<file path="src/rtl/vec_pkg.sv">
// vec_pkg: shared vector-store sizes and FSM state encoding
package vec_pkg;
  localparam int N_LANES = 16;
  localparam int WORD_W = 32;
  typedef enum logic [1:0] {IDLE, WRITE, DONE} state_t;
endpackage

</file>
<file path="src/rtl/vec_store_seq.sv">
// vec_store_seq: latches a vector and writes it lane by lane to memory with a ready handshake
module vec_store_seq #(
  parameter int N_LANES = vec_pkg::N_LANES,
  parameter int WORD_W = vec_pkg::WORD_W
) (
  input  logic                            clk,
  input  logic                            rst,
  input  logic                            start,
  input  logic [WORD_W-1:0]               base_addr,
  input  logic [N_LANES-1:0][WORD_W-1:0]  a_res,
  input  logic                            mem_ready,
  output logic                            mem_we,
  output logic [WORD_W-1:0]               mem_addr,
  output logic [WORD_W-1:0]               mem_wdata,
  output logic                            busy,
  output logic                            done
);
  import vec_pkg::*;
  localparam int IW = N_LANES > 1 ? $clog2(N_LANES) : 1;
  state_t state;
  logic [IW-1:0] idx;
  logic [IW-1:0] nidx;
  logic [N_LANES-1:0][WORD_W-1:0] lat;
  assign nidx = idx + IW'(1);
  // mem_addr doubles as the running base+4*idx so no separate base register is kept
  always_ff @(posedge clk) begin
    if (rst) begin
      state <= IDLE;
      idx <= '0;
      lat <= '0;
      mem_we <= 1'b0;
      mem_addr <= '0;
      mem_wdata <= '0;
      busy <= 1'b0;
      done <= 1'b0;
    end else begin
      case (state)
        IDLE: if (start) begin
          state <= WRITE;
          lat <= a_res;
          idx <= '0;
          mem_we <= 1'b1;
          mem_addr <= base_addr;
          mem_wdata <= a_res[0];
          busy <= 1'b1;
        end
        WRITE: if (mem_ready) begin
          if (idx == IW'(N_LANES - 1)) begin
            state <= DONE;
            mem_we <= 1'b0;
            done <= 1'b1;
          end else begin
            idx <= nidx;
            mem_addr <= mem_addr + WORD_W'(4);
            mem_wdata <= lat[nidx];
          end
        end
        DONE: begin
          state <= IDLE;
          done <= 1'b0;
          busy <= 1'b0;
        end
        default: state <= IDLE;
      endcase
    end
  end
endmodule

</file>
<file path="config.mk">
export PLATFORM = sky130hd
export DESIGN_NAME = vec_store_seq
export DESIGN_NICKNAME = d
export VERILOG_FILES = /design/src/rtl/vec_pkg.sv /design/src/rtl/vec_store_seq.sv
export SDC_FILE = /design/constraint.sdc
export NUM_CORES = 1
export LEC_CHECK = 0
export ABC_AREA = 1
export CAP_MARGIN = 20
export CORE_AREA = 8 8 233 235
export CTS_BUF_LIST = sky130_fd_sc_hd__clkbuf_4
export CTS_CLUSTER_DIAMETER = 100
export DETAILED_ROUTE_END_ITERATION = 8
export DIE_AREA = 0 0 241 243
export GPL_TIMING_DRIVEN = 0
export PLACE_DENSITY_LB_ADDON = 0.3
export REMOVE_ABC_BUFFERS = 1
export SLEW_MARGIN = 0
export SYNTH_ARGS = -nofsm -noshare
export SYNTH_HDL_FRONTEND = slang
export SYNTH_SLANG_ARGS = --single-unit
</file>
<file path="constraint.sdc">
create_clock -name clk -period 3.65 [get_ports clk]
set_clock_uncertainty 0.15 [all_clocks]
set_input_delay 0.73 -clock clk [delete_from_list [all_inputs] [get_ports clk]]
set_output_delay 0.73 -clock clk [all_outputs]
set_load 0.01 [all_outputs]
</file>
==> results.md <==
* Status: complete, no violations
* Cell area after layout at 0.03476 mm²
* Final setup violation count at 0
* Largest family of logic cells by synthesized area: simple AND/OR/NAND/NOR gates
* Unrepaired setup endpoints after global routing: no
* Register area share after synthesis at 44.46%
* Post-DP HPWL at 60.16 mm
* Initial antenna violation count at 46
* Nets at 5040
* Mux share of post-synthesis cell area at 0%
* Clock sinks at 585
* Post-Synth Adder-Cell Area at 0.09499%
* Setup repair bufs after CTS at 0
* Final WS setup at 0.2183 ns
* Width of the die at 241 µm
* R2r endpoint: mem_addr[13]
* Post-route clock period utilization at 94.02%
* Hold crit path type: in2reg
* Slowest cell on crit path: nor2_8
* Max VDD drop at 0.0002763 V
* Clock Tree Root: clkbuf_4
* Lkg Pwr at 14.11 nW
* Wire per inst at 17.81 µm
* Final total power at 16.39 mW
* CP top delay family: simple AND/OR/NAND/NOR gates
* Worst-path cell chain: buf_12, inv_6, nor2_8, buf_16, nand3_1, nand4_4, inv_6, buf_16, o21ai_0, nand2_1, nand2_1, a21oi_1
* XOR/XNOR Fraction of Synth Area at 0.06650%
* Yosys cell types at 31
* Final Critical Period at 3.432 ns
* H-tree lvl count at 4
* Bufs and invs on worst path at 5
* R2R setup slack at 0.22 ns
* Max Slew Vio Count at 0
* Routed vias at 28330
* Final Hold Viols at 0
* Fmax at 0.2914 GHz
* Simple-gate share of the synthesized area at 36.23%
* Post-route ant nets at 0
* R2R cell count at 12
* Area growth from synthesis to layout at 31.94%
* Share of layout cells above drive strength 1 at 6.495%
* Total routed wirelength at 94.54 mm
* PwrDens at 471.6 mW/mm²
* Placed Cells at 5010
* Total placed instance area at 0.03272 mm²
* CTS tree: done
* GR Overflow Total at 0
* Hold Buf Count CTS at 0
* Total Die Area at 0.05856 mm²
* Hold_sp: a_res[1]
* Clk pin slew, worst setup/hold paths at 0.07 ns
* Longest Clk Path Bufs at 3
* Row cnt at 83
* Post-route DRC at 0
* Data arrival, critical path at 4.10 ns
* Worst slack, placed at -0.4112 ns
* Max stage delay on crit path at 0.49 ns
* Worst slew pin tran at 1.111 ns
* Total CTS buffers at 157
* Initial DRC count at 2609
* Finished Layout Cells at 5307
* Netlist Area Pre-Place at 0.02634 mm²
* First-pass GRT wire length at 145.0 mm
* Crit path max fanout at 61
* Critical R2R Launch: state[0]
* Worst slew margin relative to its limit at 25.86%
* Setup CP Type: reg2reg
* DRT Pass-1 Iters at 6
* Area fraction in compound gates after synthesis at 13.06%
* Syn_area_per_cell at 6.589 µm²
* RePlAce Congestion at 0.9535
* Initial Util at 51.98%
* Worst Hold Path Cells at 3
* Post-Synthesis Cells at 3998
* Max Cap Violations at 0
* GRT Total Usage at 31.16%
* CORE AREA at 0.05068 mm²
* Vias in the first global route at 26380
* I/O Buffers at 614
* Yosys warns at 0
* Critical Path RT at 4.32 ns
* Pin count of the biggest net entering global routing at 178
* Routed vias/inst at 5.338
* Chip height at 243 µm
* Worst Hold Path EP: lat[1]
* Clk_lat worst skew at 0.98 ns
* Startpoint types: register
* Final core occ at 68.58%
* # IOs at 615
* Register bit total from synthesis at 585
* Worst Setup End Kind: register
## cells in the final DEF (no fill, tap or decap), drive strengths merged
master / netlist / routed
nor2: 1065 / 1065
nand2: 833 / 833
clkdlybuf4s50: 0 / 614
dfxtp: 585 / 585
o21ai: 578 / 578
nand3: 437 / 437
clkbuf: 147 / 229
a21oi: 98 / 98
inv: 54 / 59
diode: 0 / 39
buf: 161 / 26
clkinv: 1 / 19
nand3b: 12 / 12
or2: 8 / 8
nand4: 4 / 5
nor3: 3 / 3
o22ai: 3 / 3
o21a: 3 / 3
bufinv: 0 / 3
clkinvlp: 0 / 2
ha: 2 / 2
xor2: 1 / 1
xnor2: 1 / 1
a31oi: 1 / 1
a221oi: 1 / 1
## flip-flops by register name, indices dropped and copies added, names as in the netlist
name / cells
mem_addr: 32
mem_we: 1
mem_wdata: 32
idx: 4
done: 1
state: 2
lat: 512
busy: 1
## Yosys cell counts (all sizes together)
cell type  count  area (µm²)
inv           54       202.7
xnor2          1       8.760
a21oi         98       490.5
clkinv         1       3.750
nand2        833        3132
nand3b        12       90.09
a221oi         1       8.760
or2            8       50.05
dfxtp        585       11710
nand4          4       40.04
o21ai        578        2893
ha             2       25.02
buf          161       848.3
nor2        1065        4029
xor2           1       8.760
nand3        437        2187
o21a           3       22.52
clkbuf       147       551.8
nor3           3       15.01
o22ai          3       18.77
a31oi          1       6.260
## layout make-up
class	instances	area, µm²
antenna	39	97.59
clock buffer	229	1719
clock inverter	28	197.7
fill	4566	15920
inverter	55	246.5
multi-input combinational	3051	13100
sequential	585	11720
tap	680	850.8
timing repair buffer	640	6832
## metal layers
layer,vias up,GRT usage [%],wire [µm]
li1,14000,-,-
met1,12840,37.74,37150
met2,1222,49.57,44620
met3,250,9.144,9083
met4,16,16.18,3575
met5,-,0,106
## kinds of logic (layout without fill, tap and decap cells)
logic type	Yosys count	after routing
other cells	0	39
simple gates	2362	2363
xor+xnor	2	2
buf+inv	363	952
fa+ha+maj	2	2
compound gates	684	684
flops	585	585
## power breakdown
part / leakage, nW / switching, mW / internal [mW]
clock: 1.15 / 2.74 / 3.05
sequential: 4.85 / 0.324 / 6.98
combinational: 8.11 / 1.81 / 1.49
## through the flow
step | hold WS [ns] | TNS (ns)
after floorplan | 0.3022 | -4112.12
after CTS | 0.05011 | 0
after global routing | 0.09915 | 0
final | 0.1593 | 0
after detailed placement | 0.3169 | -53.54
after global placement | 0.3010 | -
## worst min-delay path: stages
cell and delay [ns]:
clkdlybuf4s50_1 0.39, inv_1 0.07, a21oi_1 0.06
## how the worst max path moves through the flow
stage / from / endpoint / slack, ns / cells after the start
finish: state[0] / mem_addr[13] / 0.22 / 12
global route: state[0] / lat[11] / 0.05 / 9
CTS: state[0] / mem_addr[13] / 0.12 / 12
detailed placement: state[0] / mem_addr[13] / -0.41 / 12
global placement: state[0] / lat[1] / -19.08 / 5
floorplan: state[0] / lat[0] / -7.65 / 5
## repair_timing
item,in CTS,in global routing
setup endpoints to repair,35,6
gates cloned,1,0
pin swaps,1,0
gates resized for setup,2,3
Power figures use the tool's default switching activity.
